File: src/rtl/decode_issue_ctrl.sv
// decode_issue_ctrl: fetch-to-execute decode stage sequencer.
// A small FIFO of fetched instructions presents its head to an external
// combinational decoder. The decoded result is issued over valid/ready, and a
// 32-entry load scoreboard holds back load-use hazards.
// Optional feature macro: DECODE_STATS_EN (adds issue / hazard-cycle counters).

package decode_issue_pkg;
  typedef enum logic [5:0] {
    NOP,
    LUI, AUIPC, JAL, JALR,
    BEQ, BNE, BLT, BGE, BLTU, BGEU,
    LB, LH, LW, LD, LBU, LHU, LWU,
    SB, SH, SW, SD,
    ADDI, SLTI, SLTIU, XORI, ORI, ANDI, SLLI, SRLI, SRAI,
    ADDIW, SLLIW, SRLIW, SRAIW,
    ADD, SUB, SLL, SLT, SLTU, XOR, SRL, SRA, OR, AND,
    ADDW, SUBW, SLLW, SRLW, SRAW
  } instruction_type;
endpackage

module decode_issue_ctrl
  import decode_issue_pkg::*;
#(
  parameter  int DEPTH = 2,
  localparam int PTR_W = $clog2(DEPTH)
) (
  input  logic            clk,
  input  logic            reset,
  input  logic            flush,
  input  logic            fetch_valid,
  output logic            fetch_ready,
  input  logic [31:0]     fetch_inst,
  input  logic [63:0]     fetch_pc,
  output logic [31:0]     dec_inst,
  input  instruction_type dec_op,
  output logic            issue_valid,
  input  logic            issue_ready,
  output logic [31:0]     issue_inst,
  output logic [63:0]     issue_pc,
  output instruction_type issue_op,
  input  logic            wb_valid,
  input  logic [4:0]      wb_rd,
  output logic            stall_hazard
`ifdef DECODE_STATS_EN
  ,
  output logic [63:0]     stat_issued,
  output logic [63:0]     stat_hazard_cycles
`endif
);

  localparam logic [PTR_W:0] FULL_COUNT = (PTR_W + 1)'(DEPTH);

  logic [31:0]      inst_mem [DEPTH];
  logic [63:0]      pc_mem   [DEPTH];

  logic [PTR_W-1:0] head_reg, head_next;
  logic [PTR_W-1:0] tail_reg, tail_next;
  logic [PTR_W:0]   count_reg, count_next;
  logic [31:0]      sb_reg, sb_next;

  logic             not_empty;
  logic             push, pop;
  logic             rs1_used, rs2_used, is_load;
  logic             hazard;
  logic [4:0]       rs1, rs2, rd;

  assign not_empty   = (count_reg != '0);
  assign fetch_ready = (count_reg < FULL_COUNT);

  // Head entry is read combinationally so a push in cycle N can issue in N+1.
  assign dec_inst   = not_empty ? inst_mem[head_reg] : 32'd0;
  assign issue_inst = dec_inst;
  assign issue_pc   = not_empty ? pc_mem[head_reg] : 64'd0;
  assign issue_op   = dec_op;

  assign rs1 = dec_inst[19:15];
  assign rs2 = dec_inst[24:20];
  assign rd  = dec_inst[11:7];

  // Classify the decoded op: which source fields are real registers, and loads.
  always_comb begin
    rs1_used = 1'b1;
    rs2_used = 1'b0;
    is_load  = 1'b0;
    case (dec_op)
      LUI, AUIPC, JAL, NOP: rs1_used = 1'b0;
      default:              rs1_used = 1'b1;
    endcase
    case (dec_op)
      ADD, SUB, SLL, SLT, SLTU, XOR, SRL, SRA, OR, AND,
      ADDW, SUBW, SLLW, SRLW, SRAW,
      SB, SH, SW, SD,
      BEQ, BNE, BLT, BGE, BLTU, BGEU: rs2_used = 1'b1;
      default:                        rs2_used = 1'b0;
    endcase
    case (dec_op)
      LB, LH, LW, LD, LBU, LHU, LWU: is_load = 1'b1;
      default:                       is_load = 1'b0;
    endcase
  end

  // Hazard uses the registered scoreboard only: a writeback frees the stall a cycle later.
  assign hazard       = not_empty & ((rs1_used & sb_reg[rs1]) | (rs2_used & sb_reg[rs2]));
  assign issue_valid  = not_empty & ~hazard & ~flush;
  assign stall_hazard = not_empty & hazard;

  assign push = fetch_valid & fetch_ready & ~flush;
  assign pop  = issue_valid & issue_ready;

  // Scoreboard next state: per-register set on load pop, clear on writeback, set wins.
  generate
    for (genvar gi = 0; gi < 32; gi++) begin : g_sb
      if (gi == 0) begin : g_x0
        assign sb_next[gi] = 1'b0;
      end else begin : g_xn
        logic set_bit, clr_bit;
        assign set_bit     = pop & is_load & (rd == 5'(gi));
        assign clr_bit     = wb_valid & (wb_rd == 5'(gi));
        assign sb_next[gi] = set_bit | (sb_reg[gi] & ~clr_bit);
      end
    end
  endgenerate

  // FIFO pointer/occupancy next state; flush empties the queue and drops this cycle's handshakes.
  always_comb begin
    head_next  = head_reg;
    tail_next  = tail_reg;
    count_next = count_reg;
    if (flush) begin
      head_next  = '0;
      tail_next  = '0;
      count_next = '0;
    end else begin
      if (push) tail_next = tail_reg + 1'b1;
      if (pop)  head_next = head_reg + 1'b1;
      case ({push, pop})
        2'b10:   count_next = count_reg + 1'b1;
        2'b01:   count_next = count_reg - 1'b1;
        default: count_next = count_reg;
      endcase
    end
  end

  // Control state register with asynchronous reset.
  always_ff @(posedge clk or posedge reset) begin
    if (reset) begin
      head_reg  <= '0;
      tail_reg  <= '0;
      count_reg <= '0;
      sb_reg    <= '0;
    end else begin
      head_reg  <= head_next;
      tail_reg  <= tail_next;
      count_reg <= count_next;
      sb_reg    <= sb_next;
    end
  end

  // Entry storage: payload only, validity is tracked by the pointers so no reset is needed.
  generate
    for (genvar gi = 0; gi < DEPTH; gi++) begin : g_entry
      always_ff @(posedge clk) begin
        if (push && (tail_reg == PTR_W'(gi))) begin
          inst_mem[gi] <= fetch_inst;
          pc_mem[gi]   <= fetch_pc;
        end
      end
    end
  endgenerate

`ifdef DECODE_STATS_EN
  logic [63:0] stat_issued_reg, stat_hazard_reg;

  // Free-running wrap-around counters; flush leaves them untouched.
  always_ff @(posedge clk or posedge reset) begin
    if (reset) begin
      stat_issued_reg <= '0;
      stat_hazard_reg <= '0;
    end else begin
      if (pop)          stat_issued_reg <= stat_issued_reg + 64'd1;
      if (stall_hazard) stat_hazard_reg <= stat_hazard_reg + 64'd1;
    end
  end

  assign stat_issued        = stat_issued_reg;
  assign stat_hazard_cycles = stat_hazard_reg;
`endif

endmodule

File: config.mk
export PLATFORM = sky130hd
export DESIGN_NAME = decode_issue_ctrl
export DESIGN_NICKNAME = d
export VERILOG_FILES = /design/src/rtl/decode_issue_ctrl.sv
export SDC_FILE = /design/constraint.sdc
export NUM_CORES = 1
export LEC_CHECK = 0
export CORE_UTILIZATION = 40
export DETAILED_ROUTE_END_ITERATION = 6
export GPL_ROUTABILITY_DRIVEN = 0
export PLACE_DENSITY = 0.67
export SLEW_MARGIN = 20
export SYNTH_ARGS = -nofsm -noshare
export SYNTH_HDL_FRONTEND = slang
export SYNTH_SLANG_ARGS = --single-unit
File: constraint.sdc
create_clock -name clk -period 14.19 [get_ports clk]
set_input_delay 1.419 -clock clk [delete_from_list [all_inputs] [get_ports clk]]
set_output_delay 1.419 -clock clk [all_outputs]
set_load 0.005 [all_outputs]
Word-level counts from Yosys, hierarchy flattened:

Memory sizes are Yosys's and may differ from the RTL's.
Cells that the tools add are included.
W data, S select, Z words.

* register bits: 35
* bits in writable memories: 192
* memory bits (read-only): 64
* memories kept: 3

Memories
* pc_mem: depth 2, width 64, read ports 1, clocked after memory_dff 0, wr ports 1, line 54 `logic [63:0] pc_mem [DEPTH];`
* (no name shown): depth 64, width 1, read ports 1, clocked after memory_dff 0, wr ports 0, line 89 `case (dec_op)`
* inst_mem: depth 2, width 32, read ports 1, clocked after memory_dff 0, wr ports 1, line 53 `logic [31:0] inst_mem [DEPTH];`

* $add $sub $neg: 4
* magnitude comparators: 3
* equality and inequality tests: 74
* mux-type cells: 24
* bitwise operators: 169
* reductions and logical operators: 11

Operators with widths (number)
* $eq A5 B5 Y1 const B: 32
* $mux W64: 2
* $and A1 B1 Y1: 103
* $eq A5 B4 Y1 const B: 16
* $mux W32: 2
* $reduce_or A64 Y1: 1
* $eq A5 B3 Y1 const B: 8
* $not A1 Y1: 34
* $or A1 B1 Y1: 32
* $reduce_or A32 Y1: 1
* $eq A6 B4 Y1 const B: 5
* $eq A5 B2 Y1 const B: 4
* $mux W1: 16
* $eq A6 B2 Y1 const B: 2
* $eq A6 B5 Y1 const B: 2
* $lt A5 B6 Y1 const B: 2
* $bmux W1 S5: 2
* $eq A5 B1 Y1 const B: 2
* $reduce_or A7 Y1: 1
* $eq A6 B1 Y1 const B: 1
* $logic_not A6 Y1: 1
* $reduce_bool A2 Y1: 3
* $pmux W2 S2: 1
* $reduce_or A4 Y1: 1
* other kinds (9): 11

Depth between registers and ports, before layout:

* word-level depth: 14
* mapped depth: 12
* mapped depth without buffers: 10

Least setup slack after synthesis:

No wires, ideal clock.

* path kind: input-to-reg
* start point: in fetch_valid
* end point: mem inst_mem[0][0], enable pin
* setup time: 0.690 ns
* arrival: 8.686 ns
* setup slack: 4.814 ns
* stages: 2
* buffers on the path: 0
* cell sequence: nor2b_1 nor3b_1

* cells in the longest elaborated chain, start to end: 7
* elaborated cells between the ends (all ways): 11
* those cells by class: mux (6); bitwise (2); reduce/logical (3)

Ends and longest elaborated chain
* start: declaration: line 30 `input logic fetch_valid,`
* $and A1 B1 Y1 * (2 in a row): line 107 `assign push = fetch_valid & fetch_ready & ~flush;`
* $logic_and A1 B1 Y1: line 163 `if (push && (tail_reg == PTR_W'(gi))) begin`
* $mux W1: line 163
* $mux W1 (not written as such): line 164 `inst_mem[gi] <= fetch_inst;`
* $reduce_or A32 Y1 (no source line)
* $mux W1 (no source line)
* end: declaration: line 53

Mark *: on every way between the ends. The rest lies on a longest branch, timed or not.

Worst setup path in the final report:

* start point: in dec_op[2]
* end point: out issue_valid

* cells in the longest elaborated chain, start to end: 9
* elaborated cells between the ends (all ways): 14
* those cells by class: eq/ne (3); mux (1); bitwise (7); reduce/logical (2); memory (1)

Ends and longest elaborated chain
* start: declaration: line 35 `input instruction_type dec_op,`
* parallel branches: the longest is 4 deep, another holds $mem_v2 Z64 W1
* $or A1 B1 Y1 *: line 103 `assign hazard = not_empty & ((rs1_used & sb_reg[rs1]) | (rs2_used & sb_reg[rs2]));`
* $and A1 B1 Y1 *: line 103
* $not A1 Y1 *: line 104 `assign issue_valid = not_empty & ~hazard & ~flush;`
* $and A1 B1 Y1 * (2 in a row): line 104
* end: declaration: line 36 `output logic issue_valid,`

Mark *: on every way between the ends.

==> run metrics <==
outcome=finished, final reports clean; area of the die=25730 um2; fraction of layout instances using a drive strength above 1=9.265%; Yosys cell types=55; dominant cell type by area after synthesis=edfxtp_1; sinks on the clock net=227; number of post-CTS setup repair buffers=0; Period Utilization, post-route=between 40% and 50%; 1st-pass router iterations=4; worst-margin pin slew=~1.1 ns; Max Clock Freq=166.1 MHz; worst flop-to-flop path startpoint=head_reg; synth-to-layout area growth=32.55%; crit path DAT=around 4.6 ns; wire length after detailed routing=between 20 and 25 mm; number of flip-flops under the largest register name=between 100 and 150; Via-to-Cell Ratio=roughly 5.2; total number of nets in the final design=1036; reg2reg end=sb_reg[4]; path type of the worst min-delay path=register to register; PortBufs=249; static leakage=4.578 nW; number of nets still failing antenna checks after routing=0; die width=160.4 um; number of vias in the routed layout=6582; R2R setup slack=9.83 ns; hold endpoint=sb_reg[30]; routed wirelength normalized by instance count=~19 um; number of synthesized flops with an enable pin=192; maximum capacitance violations=0; top_reg_cell synth=edfxtp_1; worst hold stages=2; First DRT Iteration DRCs=421; biggest fanout along the worst timing path=7; number of hold-repair buffers added at the cts stage=0; ys async rst share=about 15%; area taken by multi-input logic gates=approximately 3000 um2; Ports=250; starting density of the core=41.03%; Filler Cells Inserted=2054; Clock Path Buffers=3; number of placement rows=57; final core utilization=54.39%; worst relative slew slack=24.74%; HPWL Detailed=16.13 mm; Seq. cell area=6645 um2; Core ar.=~24000 um2; CTS tree=done; final-report setup violation count=0; vertical extent of the die=between 150 and 200 um; critical path launch point type=input pin; number of hold violations in the final report=0; time the final worst path needs with I/O delays and setup=6.020 ns; DRC Markers=0; antenna violations before repair=1; Peak supply drop=0.1207 mV; post-cts sizing count=0; largest net degree at the start of global routing=76; total clock buffers created by CTS=24; fraction of the yosys area taken by sequential cells=66.17%; share of the synthesized area in the top cell type=between 50 and 60%; Syn Area/Cell=14.10 um2; number of synthesized register bits=between 200 and 250; Synth Net Count=just over 800; most numerous cell types in the synthesized netlist=edfxtp_1 (192), nor2_1 (102), mux2i_1 (98); netlist area before placement=between 10000 and 15000 um2; overall overflow remaining after global route=0; critical path capture point type=output pin; cell with the most instances after synthesis=edfxtp_1; clock-pin slew on the worst setup and hold paths=~0.060 ns; largest cells by area after synthesis=edfxtp_1 (57%), mux2i_1 (9.8%), dfrtp_1 (8.7%), nor2_1 (3.8%), buf_4 (3.0%); Pins Over Slew Limit=0; number of global-route vias before repair=6708; length in cells of the worst reg-to-reg path=9; aggregate global-route resource usage=18.51%; number of warnings reported in the yosys synthesis log=0; final-layout setup total negative slack=0 ns; pwr dens=146.0 nW/um2; Worst Path Class, Setup=input pin to output pin; endpoint required time on the critical path=12.77 ns; clock network latency to the later pin of the worst-skew pair=0.51 ns; CTS root buffer=clkbuf_16; H-tree depth=1; worst setup skew after layout=0.01263 ns; setup repair after global routing missed its margin=no; Cells after Synth=between 700 and 800; wire length of the first global-routing pass=37.13 mm; worst hold path startpoint=sb_reg[30]
-- final cells by class --
cell class,instances,share of cell area (%)
clock inverter,15,0.8182
clock buffer,28,4.787
timing repair buffer,256,19.13
tap,324,3.047
sequential,227,49.95
antenna,1,0.01881
multi-input combinational,401,21.91
inverter,12,0.3386
-- power breakdown --
group,internal [mW],total [mW],switching [mW]
logic,0.284,0.561,0.277
clock network,0.339,0.590,0.251
registers,0.765,0.792,0.0261
-- cell usage in the layout (no fill, tap or decap), drive strengths merged, types with 9 or more instances in the layout --
| cell | count |
|---|---|
| clkbuf | 28 |
| clkdlybuf4s50 | 249 |
| clkinv | 9 |
| dfrtp | 35 |
| edfxtp | 192 |
| inv | 12 |
| mux2 | 14 |
| mux2i | 99 |
| nand2 | 29 |
| nor2 | 104 |
| o21ai | 37 |
| o41ai | 32 |
-- how the worst max path moves through the flow --
stage	end	startpoint	slack (ns)
2_1_floorplan	inst_mem[0][0]	fetch_valid	4.81
3_3_place_gp	issue_valid	dec_op[2]	8.26
3_5_place_dp	issue_valid	dec_op[3]	8.19
4_1_cts	issue_inst[8]	head_reg	8.17
5_1_grt	issue_valid	dec_op[3]	7.90
6_report	issue_valid	dec_op[2]	8.17
-- routing by layer --
metal  up-vias  GRT usage (%)  wire (um)
li1       3084              -          -
met1      3235          22.87       9719
met2       234          30.62      11660
met3        29          7.361       2362
met4         0          3.810        329
met5         -              0          0
-- critical path, cell delays in order --
cell             delay, ns
clkdlybuf4s50_1       0.61
inv_1                 0.08
ha_1                  0.26
nor4bb_1              0.14
a211oi_1              0.68
nor3_1                0.10
a211o_1               0.29
a21oi_2               0.20
nand2_1               0.14
nor3_1                0.16
clkdlybuf4s50_1       0.53
-- per-stage QoR --
step,total power [mW],std cells,worst slack [ns],hold WS [ns],area (um2)
after floorplan,1.101,712,4.814,0.4780,10040
after detailed placement,1.372,1220,8.187,0.5228,12560
final,1.942,1264,8.170,0.5353,13300
after global placement,1.369,1220,8.263,0.5143,12560
after global routing,2.034,1263,7.897,0.5630,13300
after CTS,1.965,1263,8.169,0.5368,13300
-- cell families (layout without fill, tap and decap cells) --
| kind of cell | count (synthesis) | count (layout) | synth area share, % |
|---|---|---|---|
| other cells | 0 | 1 | 0 |
| simple gates | 184 | 184 | 8.315 |
| flops | 227 | 227 | 66.17 |
| mux | 116 | 116 | 12.19 |
| buf+inv | 84 | 311 | 4.924 |
| xor+xnor | 2 | 2 | 0.1746 |
| fa+ha+maj | 1 | 1 | 0.1246 |
| compound gates | 98 | 98 | 8.103 |
(Power assumes the default switching activity.)
